**src/rtl/regfile_sb.sv**
```systemverilog
// Multi-ported register file with a per-register busy scoreboard and a power-up clearing sweep.
// Latency: combinational reads (optional same-cycle write forwarding), writes and busy updates take effect at the clock edge.
// Backpressure: none; ready stays low during the clearing sweep and all writes and allocates are dropped until it rises.
module regfile_sb #(
    parameter int DATA_W = 32,
    parameter int ADDR_W = 5,
    parameter int BYPASS = 1
) (
    input  logic                clk,
    input  logic                reset,
    output logic                ready,
    input  logic [ADDR_W-1:0]   ra_addr,
    input  logic [ADDR_W-1:0]   rb_addr,
    output logic [DATA_W-1:0]   ra_data,
    output logic [DATA_W-1:0]   rb_data,
    output logic                ra_busy,
    output logic                rb_busy,
    input  logic                w0_en,
    input  logic [ADDR_W-1:0]   w0_addr,
    input  logic [DATA_W-1:0]   w0_data,
    input  logic [DATA_W/8-1:0] w0_be,
    input  logic                w1_en,
    input  logic [ADDR_W-1:0]   w1_addr,
    input  logic [DATA_W-1:0]   w1_data,
    input  logic                alloc_en,
    input  logic [ADDR_W-1:0]   alloc_addr
);
    localparam int NREGS = 1 << ADDR_W;
    localparam int NB    = DATA_W / 8;

    typedef enum logic {INIT, RUN} state_t;

    state_t              state, state_nxt;
    logic [ADDR_W-1:0]   cnt;
    logic [DATA_W-1:0]   regs [NREGS];
    logic [NREGS-1:0]    busy;
    logic                w0_acc, w1_acc, alloc_acc;

    // Register 0 is hardwired to zero, so nothing addressed to it is ever accepted.
    assign w0_acc    = ready && w0_en    && (w0_addr    != '0);
    assign w1_acc    = ready && w1_en    && (w1_addr    != '0);
    assign alloc_acc = ready && alloc_en && (alloc_addr != '0);

    function automatic logic [DATA_W-1:0] merge(input logic [DATA_W-1:0] old_v,
                                                 input logic [DATA_W-1:0] new_v,
                                                 input logic [NB-1:0]     be);
        logic [DATA_W-1:0] r;
        r = old_v;
        for (int i = 0; i < NB; i++) begin
            if (be[i]) r[8*i +: 8] = new_v[8*i +: 8];
        end
        return r;
    endfunction

    always_ff @(posedge clk or posedge reset) begin
        if (reset) state <= INIT;
        else       state <= state_nxt;
    end

    always_comb begin
        state_nxt = state;
        if (state == INIT && cnt == ADDR_W'(NREGS - 1)) state_nxt = RUN;
    end

    always_comb begin
        ready = (state == RUN);
    end

    always_ff @(posedge clk or posedge reset) begin
        if (reset)              cnt <= ADDR_W'(1);
        else if (state == INIT) cnt <= cnt + ADDR_W'(1);
    end

    // Storage has no reset; the sweep zeroes it. Port 1 is assigned last so it wins on a collision.
    always_ff @(posedge clk) begin
        if (state == INIT) begin
            regs[cnt] <= '0;
        end else begin
            if (w0_acc) regs[w0_addr] <= merge(regs[w0_addr], w0_data, w0_be);
            if (w1_acc) regs[w1_addr] <= w1_data;
        end
    end

    // Allocate is applied after the clears so a same-cycle allocate keeps the register busy.
    always_ff @(posedge clk or posedge reset) begin
        if (reset) begin
            busy <= '0;
        end else begin
            if (w0_acc)    busy[w0_addr]    <= 1'b0;
            if (w1_acc)    busy[w1_addr]    <= 1'b0;
            if (alloc_acc) busy[alloc_addr] <= 1'b1;
        end
    end

    function automatic logic [DATA_W-1:0] rd_val(input logic [ADDR_W-1:0] a);
        logic [DATA_W-1:0] v;
        v = regs[a];
        if (BYPASS != 0) begin
            if (w0_acc && w0_addr == a) v = merge(v, w0_data, w0_be);
            if (w1_acc && w1_addr == a) v = w1_data;
        end
        if (!ready || a == '0) v = '0;
        return v;
    endfunction

    function automatic logic rd_busy(input logic [ADDR_W-1:0] a);
        logic b;
        b = ready && busy[a];
        if (BYPASS != 0 && ((w0_acc && w0_addr == a) || (w1_acc && w1_addr == a))) b = 1'b0;
        return b;
    endfunction

    assign ra_data = rd_val(ra_addr);
    assign rb_data = rd_val(rb_addr);
    assign ra_busy = rd_busy(ra_addr);
    assign rb_busy = rd_busy(rb_addr);

endmodule

```
**config.mk**
```make
export PLATFORM = sky130hd
export DESIGN_NAME = regfile_sb
export DESIGN_NICKNAME = d
export VERILOG_FILES = /design/src/rtl/regfile_sb.sv
export SDC_FILE = /design/constraint.sdc
export NUM_CORES = 2
export LEC_CHECK = 0
export CORE_AREA = 2 2 269 403
export CTS_BUF_LIST = sky130_fd_sc_hd__clkbuf_16
export CTS_CLUSTER_DIAMETER = 40
export DETAILED_ROUTE_END_ITERATION = 6
export DIE_AREA = 0 0 271 405
export GPL_TIMING_DRIVEN = 0
export PLACE_DENSITY = 0.89
export SLEW_MARGIN = 20
export SYNTH_ARGS = -nofsm -noshare
export SYNTH_HDL_FRONTEND = slang
export SYNTH_SLANG_ARGS = --single-unit
```
**constraint.sdc**
```tcl
create_clock -name clk -period 4.8 [get_ports clk]
set_clock_uncertainty 0.15 [all_clocks]
set_input_delay 0.48 -clock clk [delete_from_list [all_inputs] [get_ports clk]]
set_output_delay 0.48 -clock clk [all_outputs]
set_load 0.05 [all_outputs]
```
==> results of run 1 <==
kinds of logic after synthesis:
group                    after synthesis
AO/OA/AOI/OAI                       1542
XOR/XNOR                              23
adder cells (fa/ha/maj)                2
buffers and inverters                710
flip-flops                          1062
multiplexers                         629
AND/OR/NAND/NOR                     1556
Yosys cell counts (37+ instances only):
cell         n  area share
clkbuf_1   420       0.025
o21ai_0   1133       0.090
nor3_1      41      0.0032
a21oi_1    127       0.010
a22oi_1    117       0.014
dfrtp_1     37       0.015
nand3_1     59      0.0047
buf_2      122      0.0096
nor2_1     111      0.0066
nand2_1   1198       0.071
inv_1       48      0.0028
edfxtp_1  1024        0.49
mux2i_1     67       0.011
mux4_2     539        0.19
metrics by stage:
step                      utilization  cell area [um^2]
after floorplan                     -             63300
after global placement          0.623             66300
after detailed placement        0.638             67900
after CTS                       0.679             72300
layer usage:
metal  track usage  GRT overflow
met1         0.811            14
met2         0.951           467
met3         0.703            26
met4         0.809           262
met5         0.431             4
timing repair:
item                       4_1_cts
pin swaps                        4
hold endpoints to repair        24
setup endpoints to repair      893
hold buffers                    10
gates resized for setup        202
setup buffers                   11
==> flow_metrics.env, run 1 <==
export IMPL_syn_num_nets=5624
export IMPL_rows=147
export IMPL_status="did not finish"
export IMPL_grt_usage=0.816
export IMPL_syn_area_um2=63300
export IMPL_ys_seq_area_frac=0.501
export IMPL_fp_dieH_um=405
export IMPL_io_buffers=120
export IMPL_synth_compound_area_frac=0.135
export IMPL_cts_htree_levels=3
export IMPL_gr_total_overflow=773
export IMPL_dpl_cell_count=7168
export IMPL_grt_max_degree=27
export IMPL_synthMuxAreaShare=0.208
export IMPL_clock_sinks=1062
export IMPL_start_util=0.595
export IMPL_clk_path_buf_depth=3
export IMPL_synth_top_family_by_area="multiplexers"
export IMPL_num_io_pins=165
export IMPL_grt_pass1_wl_um=624000
export IMPL_die_w_um=271
export IMPL_ys_async_sr_fraction=0.0358
export IMPL_ys_types=85
export IMPL_synth_simple_area_share=0.102
export IMPL_dp_slack_ns=-1.25
export IMPL_synth_fa_ha_area_frac=0.000395
export IMPL_dp_hpwl_um=286000
export IMPL_grt_pass1_vias=68900
export IMPL_synth_enable_flop_cells=1024
export IMPL_lastStage="5_1_grt"
export IMPL_cts_root_buf="clkbuf_16"
export IMPL_ys_flop_type="edfxtp_1"
export IMPL_firstError="[ERROR GRT-0116] Global routing finished with congestion. Check the congestion regions in the DRC Viewer."
export IMPL_yosysWarnings=0
export IMPL_syn_mean_instance_area_um2=11.5
export IMPL_place_congestion=1.24
export IMPL_synth_xor_area_frac=0.00318
export IMPL_cts_buffers_inserted=117
export IMPL_synth_cells=5524
export IMPL_ys_ff_latch=1062
==> run 2, diff against run 1 <==
==> config.mk (replaced) <==
export PLATFORM = sky130hd
export DESIGN_NAME = regfile_sb
export DESIGN_NICKNAME = d
export VERILOG_FILES = /design/src/rtl/regfile_sb.sv
export SDC_FILE = /design/constraint.sdc
export NUM_CORES = 2
export LEC_CHECK = 0
export CORE_AREA = 2 2 401 403
export DETAILED_ROUTE_END_ITERATION = 6
export DIE_AREA = 0 0 403 405
export GPL_TIMING_DRIVEN = 0
export PLACE_DENSITY_LB_ADDON = 0.15
export SLEW_MARGIN = 20
export SYNTH_ARGS = -nofsm -noshare
export SYNTH_HDL_FRONTEND = slang
export SYNTH_SLANG_ARGS = --single-unit
==> run 2 against run 1 <==
Net effect: synthesized area unchanged; the flow now finishes, with violations (negative setup slack); synthesized cell count unchanged.
==> flow_metrics.env, run 2 <==
export IMPL_clk_latency_ns=0.81
export IMPL_whs_endpoint="regs[26][9]"
export IMPL_p_per_area_nw_per_um2=334
export IMPL_grt_pass1_wl_um=487000
export IMPL_cts_tree="done"
export IMPL_setup_viol=32
export IMPL_ys_ff_latch=1062
export IMPL_dr_pass1_iters=6
export IMPL_place_congestion=1.07
export IMPL_critPathMaxStageDelay_ns=0.92
export IMPL_grt_usage=0.453
export IMPL_largest_registers="regs (1024), busy (32), cnt (5)"
export IMPL_final_setup_tns_ns=-1.97
export IMPL_finalNonFillerCells=8087
export IMPL_grt_use_met2=0.602
export IMPL_initialDrtViolationCount=10900
export IMPL_dp_slack_ns=-1.73
export IMPL_final_common_cell="nand2_1"
export IMPL_io_buffers=120
export IMPL_synth_cells=5524
export IMPL_wl_um=375000
export IMPL_setup_slack_ns=-0.147
export IMPL_synth_most_common_cell="nand2_1"
export IMPL_hold_start="w1_data[9]"
export IMPL_num_io_pins=165
export IMPL_fin_util=0.460
export IMPL_cp_common_cell="buf_2"
export IMPL_busiest_layer="met1"
export IMPL_holdPathStages=3
export IMPL_layout_common_cells="nand2_1, edfxtp_1, o21ai_0, mux4_2, clkbuf_1"
export IMPL_r2r_start="ready"
export IMPL_ys_flop_type="edfxtp_1"
export IMPL_gr_total_overflow=0
export IMPL_vias=57400
export IMPL_drv_slew=0
export IMPL_ys_seq_area_frac=0.501
export IMPL_max_cap_violations=0
export IMPL_violations="negative setup slack"
export IMPL_hold_viol_final=0
export IMPL_syn_num_nets=5624
export IMPL_ys_async_sr_fraction=0.0358
export IMPL_antenna_found_initial=43
export IMPL_path_clk_slew_ns=0.05
export IMPL_clock_sinks=1062
export IMPL_cp_required_ns=4.17
export IMPL_area_growth_pct=15.7
export IMPL_yosysWarnings=0
export IMPL_synth_enable_flop_cells=1024
export IMPL_hold_path_class="in2reg"
export IMPL_drt_wirelength_per_cell_um=46.4
export IMPL_drive_above_1_share=0.212
export IMPL_critical_path_startpoint_type="input pin"
export IMPL_p_total_mw=24.4
export IMPL_max_freq_mhz=202
export IMPL_cts_root_buf="clkbuf_16"
export IMPL_core_area_um2=159000
export IMPL_synth_top_cell_area_share=0.486
export IMPL_ys_types=85
export IMPL_grt_util_met1=0.619
export IMPL_status="complete, but fails checks"
export IMPL_vias_per_cell=7.10
export IMPL_die_w_um=403
export IMPL_rsz0062_at_grt="false"
export IMPL_cts_htree_levels=4
export IMPL_fin_crit_ns=4.95
export IMPL_grt_pass1_vias=52100
export IMPL_worst_pin_slew_ns=1.33
export IMPL_rr_worst_depth=9
export IMPL_ys_top_cells_by_area="edfxtp_1, mux4_2, o21ai_0"
export IMPL_ff2ff_setup_slack_ns=-0.02
export IMPL_p_leak_nw=25.0
export IMPL_hold_ws_ns=0.0586
export IMPL_path_class="in2out"
export IMPL_syn_mean_instance_area_um2=11.5
export IMPL_dieArea_um2=163000
export IMPL_grt_util_met3=0.208
export IMPL_worstPathMaxFanout=10
export IMPL_slowest_stage="clkdlybuf4s50_1"
export IMPL_vdd_drop_max_uv=276
export IMPL_maxSlewHeadroom=0.116
export IMPL_final_nets=5971
export IMPL_dpl_cell_count=7809
export IMPL_cts_buffers_inserted=131
export IMPL_dp_hpwl_um=294000
export IMPL_final_area_um2=73300
export IMPL_clk_path_buf_depth=3
export IMPL_fp_dieH_um=405
export IMPL_path_cells="clkbuf_2 > buf_2 > buf_4 > buf_2 > mux4_2 > mux2i_1 > nor3_2 > clkdlybuf4s50_1"
export IMPL_cp_arrival_ns=4.32
export IMPL_rows=147
export IMPL_grt_max_degree=31
export IMPL_fin_crit_sh=1.03
export IMPL_r2r_end="regs[31][17]"
export IMPL_drc_errors=0
export IMPL_cp_end_kind="output pin"
export IMPL_yosysTopAreaCell="edfxtp_1"
export IMPL_ant_nets=0
export IMPL_largest_register="regs"
export IMPL_synthTopCellsByCount="nand2_1, o21ai_0, edfxtp_1, mux4_2, clkbuf_1"
export IMPL_start_util=0.398
export IMPL_syn_area_um2=63300
export IMPL_largest_reg_flops=1024
export IMPL_dpl_instance_area_um2=68300
run 2: cell counts after synthesis:
No cell type changed its count.
run 2: worst max-delay path: cells and delay by family:
family,cells,cell delay [ns]
buffers and inverters,5,2.77
multiplexers,2,0.48
AND/OR/NAND/NOR,1,0.51
run 2: power by group:
group	switching [mW]	total (mW)	internal [mW]
Clock	4.54	10.4	5.85
Combinational	2.72	3.75	1.03
Sequential	0.0363	10.3	10.3
Total	7.30	24.4	17.1
run 2: worst max-delay path by stage:
stage | start | endpoint
after floorplan | ready | ra_data[28]
after global placement | w0_addr[1] | regs[30][21]
after detailed placement | ra_addr[3] | ra_data[16]
after CTS | ready | rb_data[8]
after global routing | ready | rb_data[19]
final | rb_addr[3] | rb_busy
run 2: timing repair:
item,in CTS,in global routing
hold buffers,10,0
endpoints found under the hold margin,23,0
buffers inserted,4,2
setup endpoints to repair,123,114
resized for setup,220,28
pin swaps,4,2
run 2: final cells by class:
| cell class | count | area, um^2 |
|---|---|---|
| Fill cell | 14800 | 86000 |
| Sequential cell | 1062 | 31700 |
| Multi-Input combinational cell | 3752 | 29000 |
| Clock buffer | 162 | 3480 |
| Buffer | 658 | 3240 |
| Tap cell | 2086 | 2610 |
| Timing Repair Buffer | 216 | 2180 |
| Clock inverter | 77 | 832 |
| Inverter | 50 | 188 |
| Antenna cell | 24 | 60.1 |
run 2: per-layer routing:
| layer | wire, um | up-vias | share of wire |
|---|---|---|---|
| met5 | 608 | - | 0.0016 |
| li1 | - | 21700 | - |
| met4 | 21100 | 28 | 0.056 |
| met2 | 147000 | 5485 | 0.39 |
| met3 | 62200 | 930 | 0.17 |
| met1 | 144000 | 29300 | 0.38 |
run 2: logic make-up after synthesis:
kind of cell,count (synthesis),share of synthesized area
adder cells (fa/ha/maj),2,0.000395
buffers and inverters,710,0.0509
flip-flops,1062,0.501
XOR/XNOR,23,0.00318
AND/OR/NAND/NOR,1556,0.102
AO/OA/AOI/OAI,1542,0.135
multiplexers,629,0.208
No activity file was read; power rests on OpenSTA's default activity.
